===== config.mk =====
export PLATFORM = sky130hd
export DESIGN_NAME = mux_4_1
export DESIGN_NICKNAME = d
export VERILOG_FILES = /design/src/rtl/mux_4_1.sv
export SDC_FILE = /design/constraint.sdc
export NUM_CORES = 1
export LEC_CHECK = 0
export CAP_MARGIN = 20
export CORE_AREA = 2 2 39 41
export CTS_CLUSTER_DIAMETER = 120
export DETAILED_ROUTE_END_ITERATION = 10
export DIE_AREA = 0 0 41 43
export DONT_BUFFER_PORTS = 1
export HOLD_SLACK_MARGIN = 0.02
export PLACE_DENSITY = 0.3
export SKIP_LAST_GASP = 1
export SYNTH_ARGS = -nofsm -noshare
export SYNTH_HDL_FRONTEND = slang
export SYNTH_SLANG_ARGS = --single-unit

===== constraint.sdc =====
create_clock -name clk -period 0.9 [get_ports clk]
set_clock_uncertainty 0.15 [all_clocks]
set_input_delay 0.18 -clock clk [delete_from_list [all_inputs] [get_ports clk]]
set_output_delay 0.18 -clock clk [all_outputs]
set_load 0.02 [all_outputs]

===== src/rtl/mux_4_1.sv =====
// Four-lane multiplexer with a combinational output and an enable-gated registered
// output. The registered path also tracks the captured select, select changes and data validity.
module mux_4_1 #(
  parameter int WIDTH = 1
) (
  input  logic               clk,
  input  logic               rst_n,
  input  logic [4*WIDTH-1:0] I,
  input  logic [1:0]         S,
  input  logic               en,
  output logic [WIDTH-1:0]   Y,
  output logic [WIDTH-1:0]   Y_comb,
  output logic [1:0]         sel_q,
  output logic               sel_chg,
  output logic               valid
);

  logic [WIDTH-1:0] y_q, y_d;
  logic [1:0]       sel_d;
  logic             chg_q, chg_d;
  logic             valid_q, valid_d;

  always_comb begin
    Y_comb = I[0 +: WIDTH];
    case (S)
      2'b00: Y_comb = I[0*WIDTH +: WIDTH];
      2'b01: Y_comb = I[1*WIDTH +: WIDTH];
      2'b10: Y_comb = I[2*WIDTH +: WIDTH];
      2'b11: Y_comb = I[3*WIDTH +: WIDTH];
    endcase
  end

  always_comb begin
    y_d     = y_q;
    sel_d   = sel_q;
    chg_d   = 1'b0;
    valid_d = valid_q;
    if (en) begin
      y_d     = Y_comb;
      sel_d   = S;
      // The first capture after reset has no previous select to compare against.
      chg_d   = valid_q && (S != sel_q);
      valid_d = 1'b1;
    end
  end

  always_ff @(posedge clk) begin
    if (!rst_n) begin
      y_q     <= '0;
      sel_q   <= 2'b00;
      chg_q   <= 1'b0;
      valid_q <= 1'b0;
    end else begin
      y_q     <= y_d;
      sel_q   <= sel_d;
      chg_q   <= chg_d;
      valid_q <= valid_d;
    end
  end

  assign Y       = y_q;
  assign sel_chg = chg_q;
  assign valid   = valid_q;

endmodule


==> results of run 1 <==
layout make-up:
cell class              instances  area [sq um]
multi-input cells              16           179
flip-flops and latches          5           111
fillers                       148           975
clock buffers                   4          26.3
well taps                      16          20.0
repair buffers                  6          72.6
where the power goes:
group          leakage [nW]  total, mW  switching [mW]  internal [mW]
Combinational        0.0936      0.127          0.0441         0.0826
Clock                0.0150      0.270           0.102          0.168
Sequential           0.0436      0.253          0.0171          0.236
how the worst max path moves through the flow:
stage | cells past startpoint | slack [ps] | to | start
after floorplan | 2 | 9 | Y_comb | S[1]
after global placement | 2 | -3 | Y_comb | S[1]
after detailed placement | 2 | -30 | Y_comb | S[1]
after CTS | 1 | -150 | valid | valid$_SDFFE_PN0P_
after global routing | 1 | -170 | sel_q[1] | sel_q[1]$_SDFFE_PN0P_
final | 1 | -140 | valid | valid$_SDFFE_PN0P_
flip-flops by register name (all words and copies together), names as in the netlist:
signal,count
sel_chg,1
Y,1
valid,1
sel_q,2
cell families (layout without fill, tap and decap cells):
kind of cell | Yosys count | after routing | share of synthesized area [%]
AO/OA/AOI/OAI | 3 | 3 | 9.19
XOR/XNOR | 2 | 2 | 7.57
buffers and inverters | 1 | 10 | 2.16
flip-flops | 5 | 5 | 43.2
multiplexers | 5 | 5 | 21.6
AND/OR/NAND/NOR | 6 | 6 | 16.2
per-stage QoR:
step / setup WS, ps / setup TNS [ps] / util, % / area [sq um]
detailed placement: -28.5 / -28.5 / 22.0 / 304
finish: -136 / -491 / 29.6 / 409
CTS: -146 / -575 / 27.3 / 378
global placement: -3.43 / -3.43 / 22.0 / 304
floorplan: 9.27 / 0 / - / 254
global route: -166 / -732 / 29.6 / 409
synth_stat cells:
cell,n
o21a_1,1
xnor2_1,2
nand3_1,2
buf_2,1
nand3b_1,2
mux2i_1,5
a21oi_1,1
nor2b_1,2
o221ai_1,1
dfxtp_1,5
per-layer routing:
metal | wire, um | share of wire, %
met2 | 348 | 54
met5 | 0 | 0
met3 | 45 | 7.0
met1 | 253 | 39
met4 | 0 | 0
repair_timing:
action / CTS / global route
endpoints found under the hold margin: 5 / 5
resized for setup: 8 / 5
setup buffers: 3 / 0
pin swaps: 0 / 3
endpoints found under the setup margin: 6 / 9
==> flow_metrics.env, run 1 <==
export IMPL_outcome="finished with violations"
export IMPL_violations="negative hold slack, negative setup slack"
export IMPL_synth_avg_cell_area_sq_um=10.5
export IMPL_r2r_slack_ps=0
export IMPL_gr_usage_met3_pct=4.71
export IMPL_fp_coreArea_sq_um=1380
export IMPL_setup_worst_path_end_class="output port"
export IMPL_hold_violations=5
export IMPL_grt_use_met2_pct=12.5
export IMPL_use_met1_pct=9.15
export IMPL_ys_ff_latch=5
export IMPL_chipHeight_um=43
export IMPL_whs_ps=-100
export IMPL_cts_max_level=1
export IMPL_cp_slowest_cell="dfxtp_2"
export IMPL_yosys_top_cells_area="dfxtp_1, mux2i_1, xnor2_1, nand3b_1, nor2b_1"
export IMPL_cts_root_buf="clkbuf_4"
export IMPL_gr_total_overflow=0
export IMPL_worstHoldStart="rst_n"
export IMPL_slew_viol_final=0
export IMPL_critPathTopFamily="flip-flops"
export IMPL_track_usage_pct=9.28
export IMPL_dr_first_iter_drc_count=2
export IMPL_crit_arrival_ps=710
export IMPL_syn_cell_area_sq_um=231
export IMPL_final_cell_mix="buf_6, mux2i_4, clkbuf_4, dfxtp_2"
export IMPL_slowest_delay_ps=350
export IMPL_antenna_found_initial=0
export IMPL_grt_max_degree=8
export IMPL_finalSetupViolCount=7
export IMPL_cts_tree="built"
export IMPL_wirelength_um=647
export IMPL_path_class="reg -> out"
export IMPL_finalNetCount=41
export IMPL_rsz0062_at_grt="yes"
export IMPL_ys_seq_area_share_pct=43.2
export IMPL_area_growth_pct=76.8
export IMPL_grt_pass1_wl_mm=1.03
export IMPL_worst_path_buf_inv=1
export IMPL_hp_class="in -> reg"
export IMPL_cts_sinks=5
export IMPL_vias_per_cell=4.53
export IMPL_synth_nets=31
export IMPL_numPortBuffers=0
export IMPL_start_util_pct=16.7
export IMPL_worst_slew_pin_slew_ps=233
export IMPL_layout_commonest_cell="buf_6"
export IMPL_synth_top_area_share_pct=43.2
export IMPL_timing_final_crit_share_pct=115
export IMPL_drc=0
export IMPL_relSlewSlack_pct=84.1
export IMPL_r2r_end="sel_chg$_SDFF_PN0_"
export IMPL_grt_pass1_vias=225
export IMPL_drv_cap=0
export IMPL_layout_drive_gt1_share_pct=61.3
export IMPL_stdcell_count=47
export IMPL_yosysTopAreaCell="dfxtp_1"
export IMPL_ff2ff_path_depth=3
export IMPL_whs_path_depth=1
export IMPL_die_w_um=41
export IMPL_synthesis_instances=22
export IMPL_grt_busiest_layer="met2"
export IMPL_clk_latency_ps=240
export IMPL_antenna_cells=0
export IMPL_power_leakage_nw=0.152
export IMPL_worstPathRequired_ps=570
export IMPL_r2r_start="sel_q[1]$_SDFFE_PN0P_"
export IMPL_finalWorstPathRequiredPeriod_ps=1040
export IMPL_cts_buffer_depth=2
export IMPL_path_cells="buf_12"
export IMPL_ir_worst_vdd_v=0.000547
export IMPL_synthDistinctLibCells=10
export IMPL_final_antenna_net_count=0
export IMPL_pin_count=15
export IMPL_ys_warn_count=0
export IMPL_cts_inserted_buffers=3
export IMPL_globalplace_congestion=0.599
export IMPL_power_uw=650
export IMPL_clk_pin_slew_worst_paths_ps=50
export IMPL_dieArea_sq_um=1760
export IMPL_wl_per_cell_um=13.8
export IMPL_fin_ws_ps=-136
export IMPL_min_to="valid$_SDFFE_PN0P_"
export IMPL_drt_first_pass_iters=3
export IMPL_timing_fmax_mhz=965
export IMPL_power_density_nw_per_um2=1590
export IMPL_rows=14
export IMPL_dp_cells=40
export IMPL_critPathLaunchType="flip-flop"
export IMPL_cp_max_fo=2
export IMPL_vias=213
No activity file was read; power rests on OpenSTA's default activity.
==> inputs of run 2 (changes only) <==
--- a/config.mk
+++ b/config.mk
@@ -12,7 +12,7 @@
 export DIE_AREA = 0 0 41 43
 export DONT_BUFFER_PORTS = 1
 export HOLD_SLACK_MARGIN = 0.02
-export PLACE_DENSITY = 0.3
+export PLACE_DENSITY = 0.33
 export SKIP_LAST_GASP = 1
 export SYNTH_ARGS = -nofsm -noshare
 export SYNTH_HDL_FRONTEND = slang
==> run 2 against run 1 <==
  * The flow still finishes with violations (negative hold slack, negative setup slack)
  * Sequential power barely moved
  * Final area fell by 3.1%
  * Utilization fell by 0.90 points
  * Flip-flop and latch count did not move
  * Final cell count did not move
  * Worst setup slack improved by 15 ps
  * Sequential share of layout area rose by 0.86 points
  * Critical endpoint is now sel_q[0]
==> flow_metrics.env, run 2 (synthesized netlist as in run 1, its figures left out) <==
export IMPL_wl_per_cell_um=12.0
export IMPL_crit_arrival_ps=690
export IMPL_drc=0
export IMPL_grt_max_degree=8
export IMPL_violations="negative hold slack, negative setup slack"
export IMPL_cts_inserted_buffers=3
export IMPL_chipHeight_um=43
export IMPL_cts_max_level=1
export IMPL_finalWorstPathRequiredPeriod_ps=1020
export IMPL_largest_register="sel_q"
export IMPL_r2r_start="sel_q[1]$_SDFFE_PN0P_"
export IMPL_rsz0062_at_grt="yes"
export IMPL_slowest_delay_ps=340
export IMPL_gr_total_overflow=0
export IMPL_final_antenna_net_count=0
export IMPL_cp_slowest_cell="dfxtp_2"
export IMPL_relSlewSlack_pct=83.9
export IMPL_vias=203
export IMPL_final_cell_mix="clkbuf_4, buf_6, dfxtp_2"
export IMPL_critPathLaunchType="flip-flop"
export IMPL_pin_count=15
export IMPL_die_w_um=41
export IMPL_final_core_util_pct=28.7
export IMPL_fp_coreArea_sq_um=1380
export IMPL_wirelength_um=562
export IMPL_hold_violations=5
export IMPL_worst_slew_pin_slew_ps=236
export IMPL_cts_buffer_depth=2
export IMPL_critical_path_startpoint="sel_q[0]$_SDFFE_PN0P_"
export IMPL_dieArea_sq_um=1760
export IMPL_path_class="reg -> out"
export IMPL_slew_viol_final=0
export IMPL_antenna_cells=0
export IMPL_numPortBuffers=0
export IMPL_dp_cells=40
export IMPL_whs_ps=-90.3
export IMPL_cp_max_fo=2
export IMPL_drv_cap=0
export IMPL_globalplace_congestion=0.625
export IMPL_rows=14
export IMPL_outcome="finished with violations"
export IMPL_clk_pin_slew_worst_paths_ps=40
export IMPL_finalNetCount=41
export IMPL_clk_latency_ps=240
export IMPL_track_usage_pct=8.14
export IMPL_setup_worst_path_end_class="output port"
export IMPL_post_place_ws_ps=-7.27
export IMPL_drt_first_pass_iters=1
export IMPL_power_density_nw_per_um2=1590
export IMPL_fill_cells=146
export IMPL_cts_sinks=5
export IMPL_path_cells="buf_6"
export IMPL_layout_drive_gt1_share_pct=61.3
export IMPL_power_leakage_nw=0.151
export IMPL_timing_fmax_mhz=979
export IMPL_hp_class="in -> reg"
export IMPL_cts_root_buf="clkbuf_4"
export IMPL_area_growth_pct=71.4
export IMPL_worstHoldStart="rst_n"
export IMPL_cts_tree="built"
export IMPL_grt_pass1_wl_um=862
export IMPL_worst_path_buf_inv=1
export IMPL_ir_worst_vdd_v=0.000704
export IMPL_fin_ws_ps=-122
export IMPL_finalSetupViolCount=7
export IMPL_timing_final_crit_share_pct=114
export IMPL_critPathTopFamily="flip-flops"
export IMPL_vias_per_cell=4.32
export IMPL_grt_pass1_vias=219
export IMPL_worstPathRequired_ps=570
export IMPL_start_util_pct=16.7
export IMPL_antenna_found_initial=0
export IMPL_dr_first_iter_drc_count=0
export IMPL_largest_reg_flops=2
export IMPL_stdcell_count=47
run 2: cell counts in the layout (fill, tap and decap cells not counted):
No cell type changed its count.
run 2: timing repair:
item,4_1_cts,5_1_grt
setup endpoints to repair,6,9
gates resized for setup,8,3
hold endpoints to repair,5,5
setup buffers,3,0
pin swaps,0,2
run 2: where the power goes:
group          leakage (nW)  internal (mW)  switching [mW]  total (mW)
Clock                0.0150          0.167          0.0889       0.256
Combinational        0.0920         0.0779          0.0440       0.122
Sequential           0.0436          0.236          0.0163       0.252
run 2: routing by layer:
| layer | wire length, um | track usage [%] | up-vias | part of all wire (%) |
|---|---|---|---|---|
| met3 | 71 | 9.95 | 0 | 13 |
| li1 | - | - | 98 | - |
| met5 | 0 | 0 | - | 0 |
| met2 | 267 | 9.38 | 10 | 48 |
| met4 | 0 | 4.00 | 0 | 0 |
| met1 | 224 | 8.39 | 95 | 40 |
run 2: final timing paths:
| check | endpoint | slack, ps | cells after the start |
|---|---|---|---|
| min | valid$_SDFFE_PN0P_ | -90 | 1 |
| min reg2reg | Y$_SDFFE_PN0P_ | 410 | 2 |
| max | sel_q[0] | -120 | 1 |
| max reg2reg | sel_chg$_SDFF_PN0_ | -30 | 3 |
run 2: through the flow:
stage	area [sq um]	power, mW	TNS (ps)
global placement	304	0.351	-0.487
CTS	378	0.638	-535
global route	397	0.684	-755
finish	397	0.631	-455
floorplan	254	0.328	0
detailed placement	304	0.350	-7.27
run 2: final cells by class:
class	count	area, sq um	area share [%]
Multi-Input combinational cell	16	170	42.9
Timing Repair Buffer	6	68.8	17.4
Sequential cell	5	111	28.1
Clock buffer	4	26.3	6.62
Tap cell	16	20.0	5.05
